File: config.mk
export PLATFORM = sky130hd
export DESIGN_NAME = writeback_arb_l7
export DESIGN_NICKNAME = d
export VERILOG_FILES = /design/src/rtl/writeback_arb_l7.sv
export SDC_FILE = /design/constraint.sdc
export NUM_CORES = 1
export LEC_CHECK = 0
export CAP_MARGIN = 20
export CORE_MARGIN = 4
export CORE_UTILIZATION = 25
export DETAILED_ROUTE_END_ITERATION = 16
export MAX_ROUTING_LAYER = met4
export PLACE_DENSITY = 0.68
export SLEW_MARGIN = 5
export SYNTH_ARGS = -nofsm -noshare
export SYNTH_HDL_FRONTEND = slang
export SYNTH_SLANG_ARGS = --single-unit
File: constraint.sdc
create_clock -name clk -period 4.73 [get_ports clk]
set_input_delay 0.473 -clock clk [delete_from_list [all_inputs] [get_ports clk]]
set_output_delay 0.473 -clock clk [all_outputs]
set_load 0.02 [all_outputs]
File: src/rtl/writeback_arb_l7.sv
// writeback_arb_l7 -- round-robin writeback arbiter with a one-entry output
// register.
//
// Several execute pipes offer X__W messages (pc, seq_num, waddr, wdata, wen).
// One pipe is granted per cycle, starting the search at a rotating priority
// pointer. The accepted message is held in a single output register. The
// register presents the message as a completion (C_*) and drives the
// register-file write port when the completion fires.
//
// Ports
//   clk, rst        : clock; asynchronous active-low reset
//   X_val / X_rdy   : per-pipe valid / ready (at most one X_rdy bit high)
//   X_pc, X_seq_num,
//   X_waddr, X_wdata,
//   X_wen           : per-pipe message fields, packed with pipe 0 in the LSBs
//   rf_wen/waddr/wdata : register-file write port (x0 writes suppressed)
//   C_val / C_rdy   : completion handshake
//   C_pc, C_seq_num : identity of the completing instruction
module writeback_arb_l7 #(
  parameter int unsigned p_seq_num_bits = 5,
  parameter int unsigned p_num_pipes    = 2
) (
  input  logic                                  clk,
  input  logic                                  rst,
  input  logic [p_num_pipes-1:0]                X_val,
  output logic [p_num_pipes-1:0]                X_rdy,
  input  logic [p_num_pipes*32-1:0]             X_pc,
  input  logic [p_num_pipes*p_seq_num_bits-1:0] X_seq_num,
  input  logic [p_num_pipes*5-1:0]              X_waddr,
  input  logic [p_num_pipes*32-1:0]             X_wdata,
  input  logic [p_num_pipes-1:0]                X_wen,
  output logic                                  rf_wen,
  output logic [4:0]                            rf_waddr,
  output logic [31:0]                           rf_wdata,
  output logic                                  C_val,
  input  logic                                  C_rdy,
  output logic [31:0]                           C_pc,
  output logic [p_seq_num_bits-1:0]             C_seq_num
);

  localparam int unsigned PtrW = (p_num_pipes > 1) ? $clog2(p_num_pipes) : 1;

  typedef enum logic {EMPTY, FULL} state_e;

  state_e                    state_q, state_d;
  logic [PtrW-1:0]           ptr_q,   ptr_d;
  logic [31:0]               pc_q,    pc_d;
  logic [p_seq_num_bits-1:0] seq_q,   seq_d;
  logic [4:0]                waddr_q, waddr_d;
  logic [31:0]               wdata_q, wdata_d;
  logic                      wen_q,   wen_d;

  logic            gnt_vld;
  logic [PtrW-1:0] gnt_idx;
  logic            can_take;
  logic            accept;
  logic            fire;

  // First asserted X_val at or after ptr_q, wrapping past the last pipe.
  always_comb begin
    int unsigned idx;
    gnt_vld = 1'b0;
    gnt_idx = '0;
    idx     = 0;
    for (int unsigned i = 0; i < p_num_pipes; i++) begin
      idx = 32'(ptr_q) + i;
      if (idx >= p_num_pipes) idx = idx - p_num_pipes;
      if (!gnt_vld && X_val[PtrW'(idx)]) begin
        gnt_vld = 1'b1;
        gnt_idx = PtrW'(idx);
      end
    end
  end

  // Ready depends only on X_val (through the grant), register occupancy and
  // C_rdy; gating with rst keeps X_rdy low for the whole reset interval.
  always_comb begin
    int unsigned nxt;
    fire     = (state_q == FULL) && C_rdy;
    can_take = rst && ((state_q == EMPTY) || C_rdy);
    accept   = gnt_vld && can_take;

    X_rdy = '0;
    if (accept) X_rdy[gnt_idx] = 1'b1;

    nxt = 32'(gnt_idx) + 1;
    if (nxt >= p_num_pipes) nxt = 0;
    ptr_d = accept ? PtrW'(nxt) : ptr_q;

    state_d = state_q;
    if (accept)    state_d = FULL;
    else if (fire) state_d = EMPTY;

    pc_d    = pc_q;
    seq_d   = seq_q;
    waddr_d = waddr_q;
    wdata_d = wdata_q;
    wen_d   = wen_q;
    if (accept) begin
      pc_d    = X_pc     [32'(gnt_idx)*32 +: 32];
      seq_d   = X_seq_num[32'(gnt_idx)*p_seq_num_bits +: p_seq_num_bits];
      waddr_d = X_waddr  [32'(gnt_idx)*5 +: 5];
      wdata_d = X_wdata  [32'(gnt_idx)*32 +: 32];
      wen_d   = X_wen    [gnt_idx];
    end
  end

  always_ff @(posedge clk or negedge rst) begin
    if (!rst) begin
      state_q <= EMPTY;
      ptr_q   <= '0;
      pc_q    <= '0;
      seq_q   <= '0;
      waddr_q <= '0;
      wdata_q <= '0;
      wen_q   <= 1'b0;
    end else begin
      state_q <= state_d;
      ptr_q   <= ptr_d;
      pc_q    <= pc_d;
      seq_q   <= seq_d;
      waddr_q <= waddr_d;
      wdata_q <= wdata_d;
      wen_q   <= wen_d;
    end
  end

  assign C_val     = (state_q == FULL);
  assign C_pc      = pc_q;
  assign C_seq_num = seq_q;
  assign rf_waddr  = waddr_q;
  assign rf_wdata  = wdata_q;
  assign rf_wen    = fire && wen_q && (waddr_q != 5'd0);

endmodule

# Word level (Yosys, flattened, before mapping)
# Cells that the tools add are included.
[word_totals] register_bits=77 word_cells=53
[classes] n_addsub=4 multipliers=1 magnitude_cmp=7 shifts=4 muxes=18 bitwise=1 n_reduce_logical=11
[op_table] cell="$shiftx 64x7->32" count=2
[op_table] cell="$shiftx 10x5->5" count=2
[op_table] cell="$mux 1" count=16
[op_table] cell="$logic_and 1x1->1" count=7
[op_table] cell="$lt 1x2->1 const B" count=3
[op_table] cell="$reduce_bool 5->1" count=1
[op_table] cell="$add 1x1->2 const B" count=2
[op_table] cell="$ge 2x2->1 const B" count=2
[op_table] cell="$mul 1x3->4 const B" count=1
[op_table] cell="$ge 1x2->1 const B" count=1
[op_table] cell="$mux 2" count=1
[op_table] cell="$reduce_bool 2->1" count=1
[op_table] cell="$sub 1x1->1 const B" count=2
[op_table] cell="$demux 1 s1" count=1
[op_table] cell="$ge 1x1->1 const B" count=1
[op_table] cell="$logic_not 1->1" count=1
[op_table] cell="$logic_or 1x1->1" count=1
[op_table] cell="$not 1->1" count=1

# Logic depth before layout (Yosys ltp)
[depth] word_depth=13 depth_mapped=7 depth_no_buf=3

# Worst setup path before layout
# OpenSTA, ideal clock, no wires.
[synth_timing] path_kind="input -> output" start="in X_val[1]" end="out X_rdy[1]" t_arrival_ns=1.867 setup_slack_ns=2.390 stages=4 n_path_buf=3 path_cell_list="clkbuf_1 > buf_2 > buf_1 > nor4bb_1"
[synth_between] elab_chain_cells=11 word_cells_on_any_way=17 cone_classes="order compare (2); mux (11); reduce/logical (4)"
[synth_rtl] element="start, declared" line="25" source="input logic [p_num_pipes-1:0] X_val,"
[synth_rtl] element="$mux 1 (not written as such) (2 in series)" line="68" source="if (!gnt_vld && X_val[PtrW'(idx)]) begin"
[synth_rtl] element="$mux 1" line="68"
[synth_rtl] element="$logic_not 1->1" line="68"
[synth_rtl] element="$logic_and 1x1->1" line="68"
[synth_rtl] element="$mux 1" line="68"
[synth_rtl] element="$lt 1x2->1 (not written as such) or $ge 1x1->1 (tied branches)" line="84" source="if (accept) X_rdy[gnt_idx] = 1'b1;"
[synth_rtl] element="$logic_and 1x1->1 (not written as such)" line="84"
[synth_rtl] element="$mux 1 (not written as such)" line="84"
[synth_rtl] element="$demux 1 s1" line="84"
[synth_rtl] element="$mux 2 *" line="84"
[synth_rtl] element="end, declared" line="26" source="output logic [p_num_pipes-1:0] X_rdy,"
# Every way passes the cells marked *; elsewhere a longest branch is shown, timed or not. The select of a mux whose other input is x is not followed.

# Worst setup path in the final report
[layout_timing] start="in C_rdy" end="out X_rdy[0]"
[layout_between] elab_chain_cells=4
[layout_rtl] element="start, declared" line="36" source="input logic C_rdy,"
[layout_rtl] element="$logic_or 1x1->1" line="80" source="can_take = rst && ((state_q == EMPTY) || C_rdy);"
[layout_rtl] element="$logic_and 1x1->1" line="80"
[layout_rtl] element="$logic_and 1x1->1" line="81" source="accept = gnt_vld && can_take;"
[layout_rtl] element="$mux 2" line="84"
# Every way passes these cells.

==> results.json <==
{
  "nNetsFinal": 719,
  "synth_top_family_by_area": "simple AND/OR/NAND/NOR gates",
  "nFillCells": 1430,
  "ctsHoldBuffers": 0,
  "status": "finished clean",
  "cts_buffers": 9,
  "cts_root_buffer": "clkbuf_16",
  "post_cts_resize_count": 0,
  "synth_compound_gate_area_share": 0.198,
  "fin_hold_ws_ps": 174,
  "skew_ps": 6.86,
  "cap_violations": 0,
  "clock.fmax_ghz": 0.357,
  "io_pins": 233,
  "portBuffers": 232,
  "critPathRequiredTime_ps": 4260,
  "worst-path-max-fanout": 17,
  "die_h_um": 133,
  "period_needed_ps": 2800,
  "vias_per_cell": 5.27,
  "gr-total-overflow": 0,
  "synth_fp_nets": 521,
  "crit_arrival_ps": 2330,
  "drive_above_1_share": 0.0475,
  "yosysUniqueCellTypes": 19,
  "synth_edf_count": 0,
  "regArea_mm2": 0.00193,
  "grt_max_degree": 93,
  "clock-sinks": 77,
  "gp_congestion": 0.805,
  "ant_nets": 0,
  "grt_pass1_wl_um": 23400,
  "clkTransAtPathRegs_ps": 60,
  "ir_worst_vdd_mv": 0.177,
  "synth_common_cells": "dfrtp_1 (77), nand2_1 (76), a221o_1 (75), nor4b_1 (75), clkbuf_1 (35)",
  "synth_most_common_cell": "dfrtp_1",
  "wire_per_inst_um": 19.2,
  "hold_class": "primary input to asynchronous set/reset pin",
  "startpoint": "C_rdy",
  "n_antenna_cell": 0,
  "htreeDepth": 3,
  "finalMaxSlewViolations": 0,
  "dominantRegCellSynth": "dfrtp_1",
  "fin_area_mm2": 0.00665,
  "syn_inst": 366,
  "die_width_um": 133,
  "tightestPinTransition_ps": 1010,
  "multiInputGateArea_mm2": 0.00180,
  "crit_type": "primary input to output port",
  "floorplan.initialDensity": 0.257,
  "drc": 0,
  "synth_area_leaders": "dfrtp_1 (49%), a221o_1 (19%), nor4b_1 (17%), nand2_1 (7.3%), clkbuf_1 (3.3%)",
  "clk_latency_ps": 340,
  "yosysWarnings": 0,
  "r2r-start": "C_val",
  "grt_pass1_vias": 4279,
  "cts_tree": "yes",
  "finalCritPeriodShare": 0.593,
  "setup_violations": 0,
  "synth_xor_area_frac": 0,
  "ys_ff_latch": 77,
  "dr_total_vias": 4107,
  "postCtsSetupRepairBufs": 0,
  "synth_area_mm2": 0.00393,
  "ys_async_sr_fraction": 1.00,
  "grt_use_total": 0.168,
  "synth_mux_area_frac": 0,
  "power.density_mw_per_mm2": 372,
  "synth_top_area_frac": 0.490,
  "fin_setup_tns_ps": 0,
  "antenna_found_initial": 0,
  "leakagePower_nw": 2.55,
  "clk_path_buf_depth": 2,
  "reg2reg_setup_slack_ps": 2490,
  "drt_iter0_markers": 237,
  "rsz0062_at_grt": "no",
  "critPathLaunchType": "primary input",
  "fp-row-count": 45,
  "routed_wl_um": 15000,
  "utilization": 0.434,
  "ys_seq_area_frac": 0.490,
  "dr.pass1.iters": 5,
  "synthToLayoutAreaGrowth_pct": 69.3,
  "dieArea_mm2": 0.0178,
  "place_area_mm2": 0.00635,
  "end_kind": "output port",
  "max-slew-margin-rel": 0.328,
  "yosysTopAreaCell": "dfrtp_1",
  "synth_simple_gate_area_share": 0.252,
  "hpwl_um": 9930,
  "hold_viol_final": 0,
  "core_mm2": 0.0153,
  "avgSynthCellArea_um2": 10.7,
  "synth_fa_ha_area_frac": 0,
  "p_total_mw": 2.48
}
==> final timing paths <==
check,endpoint,cells past startpoint
max reg2reg,rf_wdata[29],4
max in group asynchronous,C_pc[30],2
min reg2reg,rf_wdata[16],1
min,rf_waddr[0],1
min in group clk,rf_wdata[16],1
max,X_rdy[0],4
==> cell families after synthesis <==
kind of cell | Yosys count
and+or+nand+nor | 158
DFF | 77
AOI/OAI and AO/OA | 79
buffers and inverters | 52
==> layout make-up <==
type / instances / area share
repair buffers: 238 / 0.355
flip-flops and latches: 77 / 0.290
multi-input cells: 237 / 0.270
well taps: 211 / 0.0397
clock buffers: 11 / 0.0380
clock inverters: 4 / 0.00715
inverters: 1 / 0.000564
==> cell usage in the layout, fill, tap and decap left out, types with 2 or more instances in the layout <==
cell type / n
a221o_1: 75
buf_4: 7
clkbuf_16: 9
clkbuf_8: 2
clkdlybuf4s50_1: 230
clkinv_2: 2
dfrtp_1: 77
nand2_1: 76
nor2b_4: 2
nor4b_1: 75
==> critical path: stages <==
cell and delay (ps):
clkdlybuf4s50_1 570, nor2b_4 450, and4b_2 290, clkdlybuf4s50_1 550
==> metal layers <==
layer,GRT usage,share of wire,vias up
met2,0.249,0.46,211
met4,0.0657,0.020,0
met1,0.220,0.44,2034
met3,0.0431,0.077,17
li1,-,-,1845
met5,-,0,-
==> through the flow <==
step                cells  setup slack [ps]
floorplan             366              2390
global route          779              1820
finish                779              1930
global placement      764              1900
CTS                   779              1900
detailed placement    764              1900
==> registers in the layout (all words and copies together) (netlist names) <==
signal	count
rf_wdata	32
C_seq_num	5
C_val	1
C_pc	32
ptr_q	1
rf_waddr	5
wen_q	1
==> power by group <==
part | internal, mW | switching [mW] | total [mW]
Clock | 0.433 | 0.270 | 0.703
Sequential | 0.794 | 0.0921 | 0.886
Combinational | 0.471 | 0.416 | 0.887
Total | 1.70 | 0.779 | 2.48
No activity file was read; power rests on OpenSTA's default activity.
